===== config.mk =====
export PLATFORM = sky130hd
export DESIGN_NAME = pattern_vg_ctrl
export DESIGN_NICKNAME = d
export VERILOG_FILES = /design/src/rtl/pattern_vg_pkg.sv /design/src/rtl/pattern_vg_ramp_div.sv /design/src/rtl/pattern_vg_ctrl.sv
export SDC_FILE = /design/constraint.sdc
export NUM_CORES = 1
export LEC_CHECK = 0
export CAP_MARGIN = 20
export CORE_ASPECT_RATIO = 1.5
export CORE_MARGIN = 2
export CORE_UTILIZATION = 30
export CTS_CLUSTER_SIZE = 28
export DETAILED_ROUTE_END_ITERATION = 8
export PLACE_DENSITY = 0.56
export SLEW_MARGIN = 20
export SYNTH_ARGS = -nofsm -noshare
export SYNTH_HDL_FRONTEND = slang
export SYNTH_SLANG_ARGS = --single-unit

===== constraint.sdc =====
create_clock -name clk_in -period 5.5 [get_ports clk_in]
set_clock_uncertainty 0.1 [all_clocks]
set_input_delay 1.1 -clock clk_in [delete_from_list [all_inputs] [get_ports clk_in]]
set_output_delay 1.1 -clock clk_in [all_outputs]
set_load 0.02 [all_outputs]

===== src/rtl/pattern_vg_pkg.sv =====
// pattern_vg_pkg
//   Shared definitions for the pattern_vg controller slice: pattern codes,
//   divider FSM state type, default ramp_step width and the auto-cycle
//   successor function.
//   No ports (package).
package pattern_vg_pkg;

  localparam int unsigned PKG_B               = 8;
  localparam int unsigned PKG_FRACTIONAL_BITS = 12;
  localparam int unsigned RAMP_W              = PKG_B + PKG_FRACTIONAL_BITS;

  localparam logic [7:0] PAT_NONE   = 8'd0;
  localparam logic [7:0] PAT_BORDER = 8'd1;
  localparam logic [7:0] PAT_MOIREX = 8'd2;
  localparam logic [7:0] PAT_MOIREY = 8'd3;
  localparam logic [7:0] PAT_RAMP   = 8'd4;
  localparam logic [7:0] PAT_LAST   = PAT_RAMP;

  typedef enum logic [1:0] {
    IDLE = 2'd0,
    DIV  = 2'd1,
    DONE = 2'd2
  } div_state_t;

  // Auto-cycle successor: 1->2->3->4->1; anything outside 1..4 restarts at 1.
  function automatic logic [7:0] pat_next(input logic [7:0] p);
    if (p >= PAT_LAST || p < PAT_BORDER) return PAT_BORDER;
    return p + 8'd1;
  endfunction

endpackage


===== src/rtl/pattern_vg_ramp_div.sv =====
// pattern_vg_ramp_div
//   Serial restoring divider computing 2^Q_W / divisor, one quotient bit per
//   cycle, Q_W+1 cycles per division. A quotient that does not fit in Q_W
//   bits (divisor 1) saturates to all-ones; divisor 0 yields 0 without
//   entering DIV.
// Ports
//   clk_in    in   1       clock
//   reset     in   1       asynchronous, active-high
//   start     in   1       start request, honoured only while idle
//   divisor   in   X_BITS  divisor, captured on start
//   busy      out  1       high for exactly the Q_W+1 DIV cycles
//   done      out  1       one-cycle pulse (DONE state), quotient valid
//   idle      out  1       FSM in IDLE
//   quotient  out  Q_W     last result, held until the next completion
module pattern_vg_ramp_div
  import pattern_vg_pkg::*;
#(
  parameter int unsigned X_BITS = 13,
  parameter int unsigned Q_W    = RAMP_W
) (
  input  logic              clk_in,
  input  logic              reset,
  input  logic              start,
  input  logic [X_BITS-1:0] divisor,
  output logic              busy,
  output logic              done,
  output logic              idle,
  output logic [Q_W-1:0]    quotient
);

  localparam int unsigned          CNT_W    = $clog2(Q_W + 1);
  localparam logic [CNT_W-1:0]     CNT_LAST = CNT_W'(Q_W);

  div_state_t        state;
  logic [X_BITS-1:0] dvs;
  logic [X_BITS-1:0] rem;
  logic [Q_W-1:0]    quo;
  logic [CNT_W-1:0]  cnt;
  logic [X_BITS:0]   trial;
  logic              qbit;
  logic [X_BITS-1:0] rem_next;

  // The dividend is 1 followed by Q_W zeros, so the bit shifted into the
  // partial remainder is simply "first iteration"; no dividend register.
  always_comb begin
    trial    = {rem, (cnt == '0)};
    qbit     = (trial >= {1'b0, dvs});
    rem_next = qbit ? (trial[X_BITS-1:0] - dvs) : trial[X_BITS-1:0];
  end

  assign idle = (state == IDLE);

  always_ff @(posedge clk_in or posedge reset) begin
    if (reset) begin
      state    <= IDLE;
      busy     <= 1'b0;
      done     <= 1'b0;
      dvs      <= '0;
      rem      <= '0;
      quo      <= '0;
      cnt      <= '0;
      quotient <= '0;
    end else begin
      case (state)
        IDLE: begin
          done <= 1'b0;
          if (start) begin
            if (divisor == '0) begin
              quotient <= '0;
              done     <= 1'b1;
              state    <= DONE;
            end else begin
              dvs   <= divisor;
              rem   <= '0;
              quo   <= '0;
              cnt   <= '0;
              busy  <= 1'b1;
              state <= DIV;
            end
          end
        end
        DIV: begin
          rem <= rem_next;
          quo <= {quo[Q_W-2:0], qbit};
          cnt <= cnt + CNT_W'(1);
          if (cnt == CNT_LAST) begin
            // quo[Q_W-1] is bit Q_W of the full quotient: overflow.
            quotient <= quo[Q_W-1] ? '1 : {quo[Q_W-2:0], qbit};
            busy     <= 1'b0;
            done     <= 1'b1;
            state    <= DONE;
          end
        end
        DONE: begin
          done  <= 1'b0;
          state <= IDLE;
        end
        default: begin
          busy  <= 1'b0;
          done  <= 1'b0;
          state <= IDLE;
        end
      endcase
    end
  end

endmodule


===== src/rtl/pattern_vg_ctrl.sv =====
// pattern_vg_ctrl
//   Frame-synchronous controller for pattern_vg. Selects the active pattern
//   (manual, or timed auto-cycle) and computes ramp_step =
//   2^(B+FRACTIONAL_BITS) / total_active_pix with a serial divider. Both
//   outputs change only on the frame-start (FS) cycle.
//   Build option: define PATTERN_VG_CTRL_AUTOCYCLE_EN to enable auto-cycle;
//   otherwise auto_en and frames_per_pattern are ignored (manual only).
// Ports
//   clk_in              in   1                   pixel clock
//   reset               in   1                   asynchronous, active-high
//   vn_in               in   1                   vsync; 1->0 marks frame start
//   total_active_pix    in   X_BITS              active pixels per line
//   auto_en             in   1                   auto-cycle enable
//   pattern_sel         in   8                   manual pattern code
//   frames_per_pattern  in   8                   auto dwell in frames (0 = 1)
//   pattern             out  8                   active pattern code
//   ramp_step           out  B+FRACTIONAL_BITS   fixed-point ramp increment
//   div_busy            out  1                   divider running
module pattern_vg_ctrl
  import pattern_vg_pkg::*;
#(
  parameter int unsigned B               = PKG_B,
  parameter int unsigned X_BITS          = 13,
  parameter int unsigned FRACTIONAL_BITS = PKG_FRACTIONAL_BITS,
  parameter int unsigned NUM_PATTERNS    = 5
) (
  input  logic                         clk_in,
  input  logic                         reset,
  input  logic                         vn_in,
  input  logic [X_BITS-1:0]            total_active_pix,
  input  logic                         auto_en,
  input  logic [7:0]                   pattern_sel,
  input  logic [7:0]                   frames_per_pattern,
  output logic [7:0]                   pattern,
  output logic [B+FRACTIONAL_BITS-1:0] ramp_step,
  output logic                         div_busy
);

  localparam int unsigned STEP_W       = B + FRACTIONAL_BITS;
  localparam logic [7:0]  NUM_PAT_CODE = 8'(NUM_PATTERNS);

  logic              vn_q;
  logic              fs;
  logic [X_BITS-1:0] pix_q;
  logic              div_start;
  logic              div_done;
  logic              div_idle;
  logic [STEP_W-1:0] div_q;
  logic [STEP_W-1:0] step_pend;
  logic              pend_valid;
  logic [7:0]        sel_code;

  // A change arriving while the divider is active is simply seen again
  // at the next FS, since pix_q still holds the old value.
  assign div_start = fs && div_idle && (total_active_pix != pix_q);
  assign sel_code  = (pattern_sel < NUM_PAT_CODE) ? pattern_sel : PAT_NONE;

  pattern_vg_ramp_div #(
    .X_BITS (X_BITS),
    .Q_W    (STEP_W)
  ) u_div (
    .clk_in   (clk_in),
    .reset    (reset),
    .start    (div_start),
    .divisor  (total_active_pix),
    .busy     (div_busy),
    .done     (div_done),
    .idle     (div_idle),
    .quotient (div_q)
  );

  always_ff @(posedge clk_in or posedge reset) begin
    if (reset) begin
      vn_q       <= 1'b0;
      fs         <= 1'b0;
      pix_q      <= '0;
      step_pend  <= '0;
      pend_valid <= 1'b0;
      ramp_step  <= '0;
    end else begin
      vn_q <= vn_in;
      fs   <= vn_q & ~vn_in;
      if (div_start) pix_q <= total_active_pix;
      if (div_done) begin
        step_pend  <= div_q;
        pend_valid <= 1'b1;
      end else if (fs && pend_valid) begin
        ramp_step  <= step_pend;
        pend_valid <= 1'b0;
      end
    end
  end

`ifdef PATTERN_VG_CTRL_AUTOCYCLE_EN
  logic [7:0] frame_cnt;
  logic [7:0] dwell_last;
  logic       auto_q;

  assign dwell_last = (frames_per_pattern == '0) ? '0 : (frames_per_pattern - 8'd1);

  // auto_q remembers the mode applied at the previous FS so a mode switch
  // is recognised (and the counter restarted) on the FS that applies it.
  // >= rather than == keeps a mid-dwell reduction of frames_per_pattern
  // from running the counter all the way round.
  always_ff @(posedge clk_in or posedge reset) begin
    if (reset) begin
      pattern   <= PAT_NONE;
      frame_cnt <= '0;
      auto_q    <= 1'b0;
    end else if (fs) begin
      auto_q <= auto_en;
      if (!auto_en) begin
        pattern   <= sel_code;
        frame_cnt <= '0;
      end else if (!auto_q) begin
        pattern   <= PAT_BORDER;
        frame_cnt <= '0;
      end else if (frame_cnt >= dwell_last) begin
        pattern   <= pat_next(pattern);
        frame_cnt <= '0;
      end else begin
        frame_cnt <= frame_cnt + 8'd1;
      end
    end
  end
`else
  logic unused_auto;
  assign unused_auto = &{1'b0, auto_en, frames_per_pattern};

  always_ff @(posedge clk_in or posedge reset) begin
    if (reset) begin
      pattern <= PAT_NONE;
    end else if (fs) begin
      pattern <= sel_code;
    end
  end
`endif

endmodule


# Word level (Yosys, flattened, before mapping)
# Cells that the tools add are included.
# totals
register_bits,139
in_bits,33
out_inout_bits,29
word_cells,76
# classes
n_addsub,2
n_lt_le_gt_ge,2
n_eq_ne,8
n_mux,30
bitwise_logic,5
n_reduce_logical,14
# op_table
op,n
two-way mux 20 bit,6
case mux 20 bit (2 select lines),2
two-way mux 13 bit,3
case mux 13 bit (2 select lines),1
>= comparator 14 x 13 -> 1 bit,1
zero test 13 bit,1
inequality test 13 bit,1
subtractor 13 bit,1
two-way mux 5 bit,2
case mux 5 bit (2 select lines),1
"< comparator 8 x 3 -> 1 bit, second input constant",1
two-way mux 1 bit,8
two-way mux 8 bit,1
AND reduction 4 bit,2
two-way mux 2 bit,3
AND reduction 3 bit,2
"adder 5 x 1 -> 5 bit, second input constant",1
"equality test 5 bit, second input constant",1
zero test 5 bit,1
"inequality test 2 x 1 -> 1 bit, second input constant",2
"inequality test 2 bit, second input constant",2
NOT 1 bit,4
case mux 2 bit (2 select lines),1
AND reduction 2 bit,2
8 further kinds,11

# Logic depth before layout (Yosys ltp)
# Gate-level depths: netlist of run 1.
# depth
depth_word,5
ltp_mapped,13
mapped_depth_nobuf,11

# Hierarchy
# Synthesis of run 1 repeated with hierarchy kept, for this count alone.
# hier_totals
hier_cells,558
area_unflattened_um2,6342.3
# by_module_without_submodules
module,n_inst,cells_each,area_each_um2,seq_area_each_um2
pattern_vg_ramp_div,1,398,3811.2,1876.8
pattern_vg_ctrl,1,160,2531.2,1601.5

# Worst setup path after synthesis of run 1
# Ideal clock, no wire load.
# synth_path
path_type,input to register
start,in total_active_pix[0]
end,reg u_div.cnt[3]
setup_time_ps,79
arrival_ps,2550
required_ps,5321
setup_slack_ps,2770
path_stages,5
path_cell_list,or4_4 -> nor4_4 -> a211oi_2 -> o2111ai_1 -> mux2i_1
# synth_between
elab_chain_cells,4
elab_cells_between_ends,6
classes_between,eq/ne (3); reduce/logical (3)
# synth_lines
element,line,rtl
start: declaration,pattern_vg_ctrl.sv:30,"input logic [X_BITS-1:0] total_active_pix,"
inequality test 13 bit,pattern_vg_ctrl.sv:55,assign div_start = fs && div_idle && (total_active_pix != pix_q);
logical AND 1 bit,pattern_vg_ctrl.sv:55,
inequality test 2 bit (no source line),n/a,
AND reduction 3 bit (no source line) *,n/a,
end signal: assignment,pattern_vg_ramp_div.sv:85,cnt <= cnt + CNT_W'(1);
end: declaration,pattern_vg_ramp_div.sv:38,logic [CNT_W-1:0] cnt;
# Mark *: on every way between the ends. The rest lies on a longest branch, timed or not.
# A chain may end at the register's enable or synchronous reset.

# Final worst setup path of run 1
# layout_path
start,reg u_div.cnt[1]
end,reg u_div.rem[12]
# layout_between
elab_chain_cells,4
elab_cells_between_ends,5
classes_between,add/sub (1); order compare (1); mux (2); reduce/logical (1)
# layout_lines
element,line,rtl
zero test 5 bit *,pattern_vg_ramp_div.sv:46,"trial = {rem, (cnt == '0)};"
subtractor 13 bit / >= comparator 14 x 13 -> 1 bit (equally long branches),"pattern_vg_ramp_div.sv:48, pattern_vg_ramp_div.sv:47",
two-way mux 13 bit *,pattern_vg_ramp_div.sv:48,rem_next = qbit ? (trial[X_BITS-1:0] - dvs) : trial[X_BITS-1:0];
case mux 13 bit (2 select lines) *,pattern_vg_ramp_div.sv:64,case (state)
end signal: assignment,pattern_vg_ramp_div.sv:83,rem <= rem_next;
end: declaration,pattern_vg_ramp_div.sv:36,logic [X_BITS-1:0] rem;
# Marked as above.

==> impl_metrics.toml, run 1 <==
[floorplanning]
rows = 65
die-area_mm2 = 0.0224
io_pins = 62
start_util_pct = 30.4
fp.dieW_um = 123
die_h_um = 182
core_area_mm2 = 0.0209

[grt]
antenna_found_initial = 0
grt_first_pass_wirelength_mm = 22.9
grt_pass1_vias = 4591
grt_max_degree = 118
grt.total_usage_pct = 12.9
grt.overflow.total = 0

[synth]
synth_edf_count = 0
synth_area_per_cell_um2 = 11.1
ys.warnings.count = 0
synth_nets = 623
ys_seq_area_share_pct = 54.8
async_flop_share_pct = 100
synth_cell_type_count = 56
synth_area_mm2 = 0.00634
synth_area_leader_cell = "dfrtp_1"
synthCells = 574
ys_ff_latch = 139
yosys.area.top_type_share_pct = 54.8
ys_top_cells_by_area = "dfrtp_1 55%, mux2_2 7.3%, nand2_1 5.7%"
synth_ff_type = "dfrtp_1"

[setup_path]
critPathKind = "flop to flop"
reg2reg_setup_slack_ps = 1970
end_kind = "flop"
r2r-end = "u_div.rem[12]"
critPathLaunchType = "flop"
cp_max_fo = 17
r2r-start = "u_div.cnt[1]"
worstPathArrival_ps = 3720
cp.required_ps = 5690
reg2regPathDepth = 11

[pwr]
ir_drop_v = 0.000220
p_total_mw = 4.97
p_leak_nw = 3.25
power-per-cell-area_mw_per_mm2 = 645

[cts]
cts_setup_buffers = 0
clk_pin_slew_ps = 60
cts.sinks = 139
ctsResizeCount = 0
postCtsHoldBufs = 0
tritoncts = "done"
clockBufferDepth = 2
cts_root_buffer = "clkbuf_16"
ctsHtreeMaxLevel = 4
clk_latency_ps = 410
cts_made_buffers = 17

[sta]
min_period_ps = 3530
fin_crit_sh_pct = 64.1
drv_slew = 0
relSlewSlack_pct = 33.8
worstMarginPinSlew_ps = 990
fmax_ghz = 0.284
finalHoldViolCount = 0
finalSetupTns_ps = 0
rsz0062_at_grt = "false"
setup_violations = 0

[final_layout]
nets = 669
antenna_cells = 0
final_common_cell = "dfrtp_1"
seqCellArea_mm2 = 0.00348
final_cell_mix = "139 x dfrtp_1, 97 x nand2_1, 52 x clkdlybuf4s50_1"
syn_to_final_growth_pct = 21.3
fillers = 2028
fin_cells = 900
multi_input_area_mm2 = 0.00264
drive_above_1_share_pct = 12.8

[placement]
dp_hpwl_mm = 8.87
dpl.cell_count = 869
port-buffer-count = 52
gp_congestion = 0.838

[min_path]
hp-class = "flop to flop"
worstHoldEndpoint = "u_div.busy"
min_path_cells = 2
hold_start = "u_div.busy"

[detailed_routing]
first_iter_violations = 222
ant_nets = 0
first_pass_iters = 4
wirelength_mm = 13.2
drc_errors = 0
routedWlPerCell_um = 14.7
via_count = 4379
via_per_inst = 4.87

[outcome]
status = "finished clean"

[job]
cap_violations = 0
cells in the mapped netlist (2+ instances only):
| cell type | instances |
|---|---|
| dfrtp_1 | 139 |
| nand2_1 | 97 |
| mux2_2 | 41 |
| nor2_1 | 32 |
| o21ai_0 | 32 |
| o2bb2ai_1 | 30 |
| inv_1 | 24 |
| xnor2_1 | 20 |
| clkbuf_1 | 19 |
| a22o_1 | 16 |
| ha_1 | 15 |
| mux2i_1 | 10 |
| nor2b_1 | 10 |
| a21oi_1 | 9 |
| nand2b_1 | 8 |
| nand4_1 | 5 |
| nor3_1 | 5 |
| a21o_1 | 4 |
| buf_2 | 4 |
| buf_6 | 3 |
| nand3_1 | 3 |
| o21bai_1 | 3 |
| xor2_1 | 3 |
| a211o_1 | 2 |
| a211oi_1 | 2 |
| a32o_1 | 2 |
| and4_1 | 2 |
| buf_1 | 2 |
| buf_4 | 2 |
| nor4_1 | 2 |
| o2111ai_1 | 2 |
| o22a_1 | 2 |
metrics by stage:
stage | hold slack (ps) | utilization, % | instance area (um2) | setup slack, ps
finish | 377 | 36.8 | 7690 | 1970
global route | 398 | 36.8 | 7690 | 1680
CTS | 381 | 36.8 | 7690 | 1980
detailed placement | 366 | 34.0 | 7110 | 1630
global placement | 353 | 34.0 | 7100 | 1290
floorplan | 339 | - | 6340 | 575
area by class of cell:
class | instances | area share, %
clock buffer | 24 | 6.13
multi-input combinational | 381 | 34.3
tap | 268 | 4.36
sequential | 139 | 45.2
clock inverter | 7 | 1.48
inverter | 24 | 1.27
timing repair buffer | 57 | 7.25
worst max-delay path by stage:
stage	to	startpoint	slack [ps]
after floorplan	fs	reset	580
after global placement	u_div.dvs[7]	total_active_pix[5]	1290
after detailed placement	u_div.dvs[10]	total_active_pix[10]	1630
after CTS	u_div.rem[12]	u_div.cnt[0]	1980
after global routing	u_div.rem[12]	u_div.cnt[1]	1680
final	u_div.rem[12]	u_div.cnt[1]	1970
per-layer routing:
layer	part of all wire, %	wire length (um)	GRT usage, %
met1	44	5810	15.9
met2	51	6780	21.2
met3	3.0	397	3.38
met4	1.7	229	5.24
met5	0	0	0
worst max-delay path: stages (launching register included):
cell,delay [ps]
dfrtp_1,400
inv_1,90
ha_1,180
nand3_1,120
ha_1,220
fa_1,400
nand2b_1,190
a21oi_1,340
a31o_2,230
a211o_1,630
o21ai_0,210
a32o_1,300
cells by family after synthesis:
family | synth area share [%]
flip-flops | 54.8
AO/OA/AOI/OAI | 13.6
XOR/XNOR | 3.18
buffers and inverters | 3.75
AND/OR/NAND/NOR | 12.5
multiplexers | 8.85
adder cells (fa/ha/maj) | 3.27
report_power, final:
part | internal [mW] | switching, mW | leakage [nW]
Clock | 0.734 | 0.405 | 0.288
Combinational | 0.998 | 1.06 | 1.34
Sequential | 1.46 | 0.309 | 1.62
Total | 3.20 | 1.77 | 3.25
flip-flops by register name, summed over array words and instances (netlist names), 5 cells and up:
signal,flops
pix_q,13
u_div.quo,20
u_div.rem,13
ramp_step,20
step_pend,20
pattern,8
u_div.dvs,13
u_div.quotient,20
u_div.cnt,5
Power figures use the tool's default switching activity.
==> inputs of run 2 (changes only) <==
clock period = 3.4 ns   (was 5.5 ns; I/O delays follow)
==> run 2 against run 1 <==
Net effect:
- global-route usage decreased by 0.34 points
- power increased by 63%
- critical endpoint is now u_div.rem[0]
- clock power increased by 60%
- die area unchanged
- sequential power increased by 61%
- highest routed layer unchanged
- via count decreased by 0.96%
- combinational power increased by 68%
==> impl_metrics.toml, run 2 (synthesis results as in run 1) <==
[outcome]
status = "finished clean"

[detailed_routing]
first_pass_iters = 4
wirelength_mm = 13.0
drc_errors = 0
via_per_inst = 4.74
first_iter_violations = 246
via_count = 4337
ant_nets = 0
routedWlPerCell_um = 14.3

[min_path]
hp-class = "flop to flop"
min_path_cells = 1
worstHoldEndpoint = "u_div.quotient[19]"
hold_start = "u_div.quotient[19]"

[sta]
relSlewSlack_pct = 41.6
fmax_ghz = 0.344
fin_crit_sh_pct = 85.5
worstMarginPinSlew_ps = 873
drv_slew = 0
rsz0062_at_grt = "false"
finalHoldViolCount = 0
whs_ps = 379
finalSetupTns_ps = 0
setup_violations = 0
min_period_ps = 2910

[grt]
grt_max_degree = 52
grt.overflow.total = 0
antenna_found_initial = 0
grt_pass1_vias = 4464
grt.total_usage_pct = 12.5
grt_first_pass_wirelength_mm = 22.3

[job]
cap_violations = 0

[setup_path]
crit_slowest_cell = "dfrtp_1"
crit_top_cell = "ha_1"
max_stage_delay_ps = 420
crit_family = "compound AO/OA/AOI/OAI gates"
reg2reg_setup_slack_ps = 490
reg2regPathDepth = 12
critPathBufInv = 2
cp.required_ps = 3600
end_kind = "flop"
worstPathArrival_ps = 3100
r2r-end = "u_div.rem[0]"
r2r-start = "u_div.cnt[0]"
crit_chain = "inv_1, ha_1, nand3_1, ha_1, fa_1, nand2b_1, a21oi_1, a31o_2, a211o_1, buf_12, nor3_1, a221o_1"
critPathKind = "flop to flop"
cp_max_fo = 15
critPathLaunchType = "flop"

[final_layout]
seqCellArea_mm2 = 0.00348
nets = 683
multi_input_area_mm2 = 0.00263
syn_to_final_growth_pct = 23.6
final_cell_mix = "139 x dfrtp_1, 97 x nand2_1, 52 x clkdlybuf4s50_1"
antenna_cells = 0
drive_above_1_share_pct = 15.1
final_common_cell = "dfrtp_1"
fillers = 2039

[pwr]
p_leak_nw = 3.33
clock_power_share_pct = 22.4
power_frac_comb_pct = 42.4
switching_share_pct = 35.8
power-per-cell-area_mw_per_mm2 = 1030
p_seq_share_pct = 35.2
power.internal_mw = 5.20
power.switching_mw = 2.90
p_total_mw = 8.10
ir_drop_v = 0.000356

[cts]
tritoncts = "done"
ctsHtreeMaxLevel = 4
postCtsHoldBufs = 0
clk_latency_ps = 420
cts_setup_buffers = 0
ctsResizeCount = 0
clockBufferDepth = 2
cts_made_buffers = 17
clk_pin_slew_ps = 60
cts_root_buffer = "clkbuf_16"
cts.sinks = 139

[placement]
dp_hpwl_mm = 9.49
gp_congestion = 0.870
port-buffer-count = 52

[floorplanning]
fp.dieW_um = 123
die-area_mm2 = 0.0224
die_h_um = 182
io_pins = 62
rows = 65
start_util_pct = 30.4
core_area_mm2 = 0.0209
## run 2: cell types whose count changed in the layout (fill, tap and decap cells not counted)
cell,previous run,this run
clkinv_2,3,2
a21boi_2,0,1
inv_8,1,0
clkbuf_8,2,3
clkbuf_1,5,3
bufinv_16,3,2
clkinvlp_4,0,2
clkinv_4,0,3
buf_12,0,4
a21boi_4,1,0
buf_4,5,15
## run 2: power groups by stage
stage / registers (mW) / logic (mW) / clock network [mW]
final: 2.85 / 3.44 / 1.82
after detailed placement: 2.88 / 3.47 / 0
after CTS: 2.86 / 3.48 / 1.86
after global routing: 2.95 / 3.85 / 1.93
after floorplan: 2.87 / 2.49 / 0
after global placement: 2.86 / 3.41 / 0
## run 2: worst reg2reg max path: cells and delay by family, from the launching register on
family                   cells  cell delay, ps
AO/OA/AOI/OAI                4             850
adder cells (fa/ha/maj)      3             810
buffers and inverters        2             260
flip-flops                   1             420
AND/OR/NAND/NOR              3             360
## run 2: worst max path at each step
stage	cells past startpoint	slack [ps]	start	endpoint
2_1_floorplan	13	700	u_div.cnt[0]	u_div.rem[4]
3_3_place_gp	7	330	total_active_pix[2]	u_div.rem[0]
3_5_place_dp	7	310	total_active_pix[11]	u_div.rem[0]
4_1_cts	12	480	u_div.cnt[0]	u_div.rem[0]
5_1_grt	12	310	u_div.cnt[1]	u_div.rem[8]
6_report	12	490	u_div.cnt[0]	u_div.rem[0]
## run 2: final cells by class
cell class / instances / share of cell area, %
multi-input combinational: 381 / 33.6
clock buffer: 23 / 6.09
inverter: 24 / 1.20
timing repair buffer: 71 / 9.09
sequential: 139 / 44.4
clock inverter: 9 / 1.44
tap: 268 / 4.28
## run 2: routing by layer
layer | vias to the layer above | wire length [um] | GRT usage [%]
met5 | - | 0 | 0
met4 | 0 | 211 | 4.18
met3 | 18 | 368 | 3.00
met2 | 55 | 6760 | 21.6
met1 | 2141 | 5700 | 15.1
li1 | 2123 | - | -
## run 2: stage by stage
step / worst slack (ps) / utilization [%] / instance area (um2) / instances
final: 493 / 37.5 / 7840 / 915
after global placement: 327 / 34.7 / 7250 / 883
after CTS: 476 / 37.5 / 7840 / 915
after detailed placement: 311 / 34.7 / 7250 / 883
after floorplan: 695 / - / 6350 / 574
after global routing: 311 / 37.5 / 7840 / 915
==> inputs of run 3 (changes only) <==
--- a/config.mk
+++ b/config.mk
@@ -16,3 +16,4 @@
 export SYNTH_ARGS = -nofsm -noshare
 export SYNTH_HDL_FRONTEND = slang
+export SYNTH_HIERARCHICAL = 1
 export SYNTH_SLANG_ARGS = --single-unit
--- a/constraint.sdc
+++ b/constraint.sdc
@@ -3,3 +3,3 @@
 set_input_delay 0.68 -clock clk_in [delete_from_list [all_inputs] [get_ports clk_in]]
 set_output_delay 0.68 -clock clk_in [all_outputs]
-set_load 0.02 [all_outputs]
+set_load 0.1 [all_outputs]
==> run 3 against run 2 <==
Net effect:
- cell count decreased by 1.7%
- flip-flop and latch count unchanged
- critical path depth did not move
- power grew 6.3%
- worst hold slack got worse by 8.1 ps
- maximum frequency shrank 12%
- die area hardly changed
- first-iteration DRC count fell by 13%
- non-clock buffer count down 2
- critical path type unchanged
- sequential share of layout area up 0.53 points
- via count shrank 1.4%
- sequential power down 3%
==> impl_metrics.toml, run 3 <==
[sta]
drv_slew = 0
relSlewSlack_pct = 55.6
worstMarginPinSlew_ps = 666
setup_ws_ps = 112
finalSetupTns_ps = 0
rsz0062_at_grt = "false"
fmax_ghz = 0.304
fin_crit_sh_pct = 96.7
finalHoldViolCount = 0
whs_ps = 371
min_period_ps = 3290
setup_violations = 0

[placement]
pre_cts_slack_ps = 21.5
gp_congestion = 0.754
port-buffer-count = 52
dpl.cell_count = 867
dp_hpwl_mm = 9.35

[pwr]
switching_share_pct = 41.6
p_leak_nw = 3.34
p_seq_share_pct = 32.1
power.switching_mw = 3.58
power-per-cell-area_mw_per_mm2 = 1110
clock_power_share_pct = 21.3
power_frac_comb_pct = 46.7
power.internal_mw = 5.03
ir_drop_v = 0.000441

[setup_path]
cp_max_fo = 4
end_kind = "flop"
cp.required_ps = 3630
critPathLaunchType = "flop"
reg2regPathDepth = 12
critPathKind = "flop to flop"
worstPathArrival_ps = 3510

[detailed_routing]
highest_layer = "met4"
first_pass_iters = 6
wirelength_mm = 13.0
via_count = 4275
wl_met1_mm = 5.39
ant_nets = 0
drc_errors = 0
routedWlPerCell_um = 14.5
via_per_inst = 4.76
dr_wl_met2_mm = 6.97
wl_met3_um = 344
first_iter_violations = 214

[final_layout]
nets = 667
antenna_cells = 0
final_common_cell = "dfrtp_1"
drive_above_1_share_pct = 23.9
syn_to_final_growth_pct = 22.2
final_cell_mix = "139 x dfrtp_1, 68 x nand2_1, 52 x o21ai_0"
fin_cells = 899
utilization_pct = 37.1

[grt]
grt_first_pass_wirelength_mm = 21.9
grt_pass1_vias = 4482
grt_max_degree = 52
antenna_found_initial = 0
grt.total_usage_pct = 12.3
grt.overflow.total = 0

[synth]
synth_common_cells = "139 x dfrtp_1, 68 x nand2_1, 52 x o21ai_0"
synth_nets = 607
ys_seq_area_share_pct = 54.8
synth.most_common_cell = "dfrtp_1"
ys.warnings.count = 6
synth_ff_type = "dfrtp_1"
ys_ff_latch = 139
synth_edf_count = 0
synth_cell_type_count = 52
yosys.area.top_type_share_pct = 54.8
synth_area_per_cell_um2 = 11.4
synth_area_leader_cell = "dfrtp_1"
async_flop_share_pct = 100
ys_top_cells_by_area = "dfrtp_1 55%, mux2_2 8.0%, o21ai_0 4.1%"
synthCells = 558
synth_area_mm2 = 0.00634

[cts]
postCtsHoldBufs = 0
tritoncts = "done"
clk_pin_slew_ps = 60
ctsHtreeMaxLevel = 4
cts.sinks = 139
clockBufferDepth = 2
clk_latency_ps = 410
cts_made_buffers = 17
cts_root_buffer = "clkbuf_16"

[floorplanning]
fp.dieW_um = 123
io_pins = 62
core_area_mm2 = 0.0209
die-area_mm2 = 0.0223
start_util_pct = 30.3
die_h_um = 182
rows = 65

[outcome]
status = "finished clean"

[min_path]
hp-class = "flop to flop"
min_path_cells = 1

[job]
cap_violations = 0
[run 3: cell types whose count changed in the layout (fill, tap and decap cells not counted), moves of 4 or more]
cell             delta
nand2_1            -29
o2bb2ai_1          -27
o211ai_1            +4
xor2_1             +13
a22o_1              +5
o21ai_1             +6
clkdlybuf4s50_1    -29
mux2_2              +4
o21ai_0            +20
mux2_4             +10
buf_4              +28
xnor2_1            -12
[run 3: per-layer routing]
metal	vias to the layer above	GRT usage, %
met3	18	2.75
li1	2069	-
met5	-	0
met4	0	5.33
met2	74	22.3
met1	2114	13.6
[run 3: what timing repair did]
| item | in CTS | in global routing |
|---|---|---|
| gates resized for setup | 0 | 4 |
| buffers inserted | 0 | 0 |
| endpoints found under the setup margin | 0 | 13 |
[run 3: critical path: stages, from the launching register on]
cell       delay (ps)
dfrtp_1           400
inv_1              90
ha_1              150
or4b_2            630
ha_2              220
fa_2              370
nor2b_2           150
o2111ai_1         160
a31o_2            270
buf_4             150
a311oi_1          270
mux2i_1           130
o211ai_1          100
[run 3: logic make-up after synthesis]
family	synth area share, %
adder cells (fa/ha/maj)	3.27
buffers and inverters	3.99
XOR/XNOR	3.31
AO/OA/AOI/OAI	12.3
multiplexers	11.9
AND/OR/NAND/NOR	10.4
flip-flops	54.8
[run 3: final cells by class]
type,instances,area [um2]
timing repair buffer,69,613
inverter,27,101
fill,2023,13200
multi-input combinational,364,2630
tap,268,335
clock buffer,17,425
clock inverter,15,166
sequential,139,3480
[run 3: power groups by stage]
stage,clock network (mW),logic [mW],registers (mW)
detailed placement,0,3.99,2.79
CTS,1.88,4.01,2.77
floorplan,0,2.48,3.38
finish,1.83,4.02,2.76
global placement,0,3.89,2.76
global route,1.96,4.40,2.85
[run 3: worst paths after layout]
path / from / to / slack [ps]
worst max-delay path: u_div/cnt[0] / u_div/rem[11] / 110
worst min-delay path: vn_q / fs / 370
worst max register to register: u_div/cnt[0] / u_div/rem[11] / 110
worst min register to register: vn_q / fs / 370
max in group asynchronous: reset / step_pend[17] / 1770
min in group asynchronous: reset / pix_q[12] / 500
[run 3: metrics by stage]
stage	area [um2]	power, mW
6_report	7750	8.61
5_1_grt	7750	9.21
4_1_cts	7740	8.66
3_5_place_dp	7150	6.78
3_3_place_gp	7150	6.65
2_1_floorplan	6340	5.86
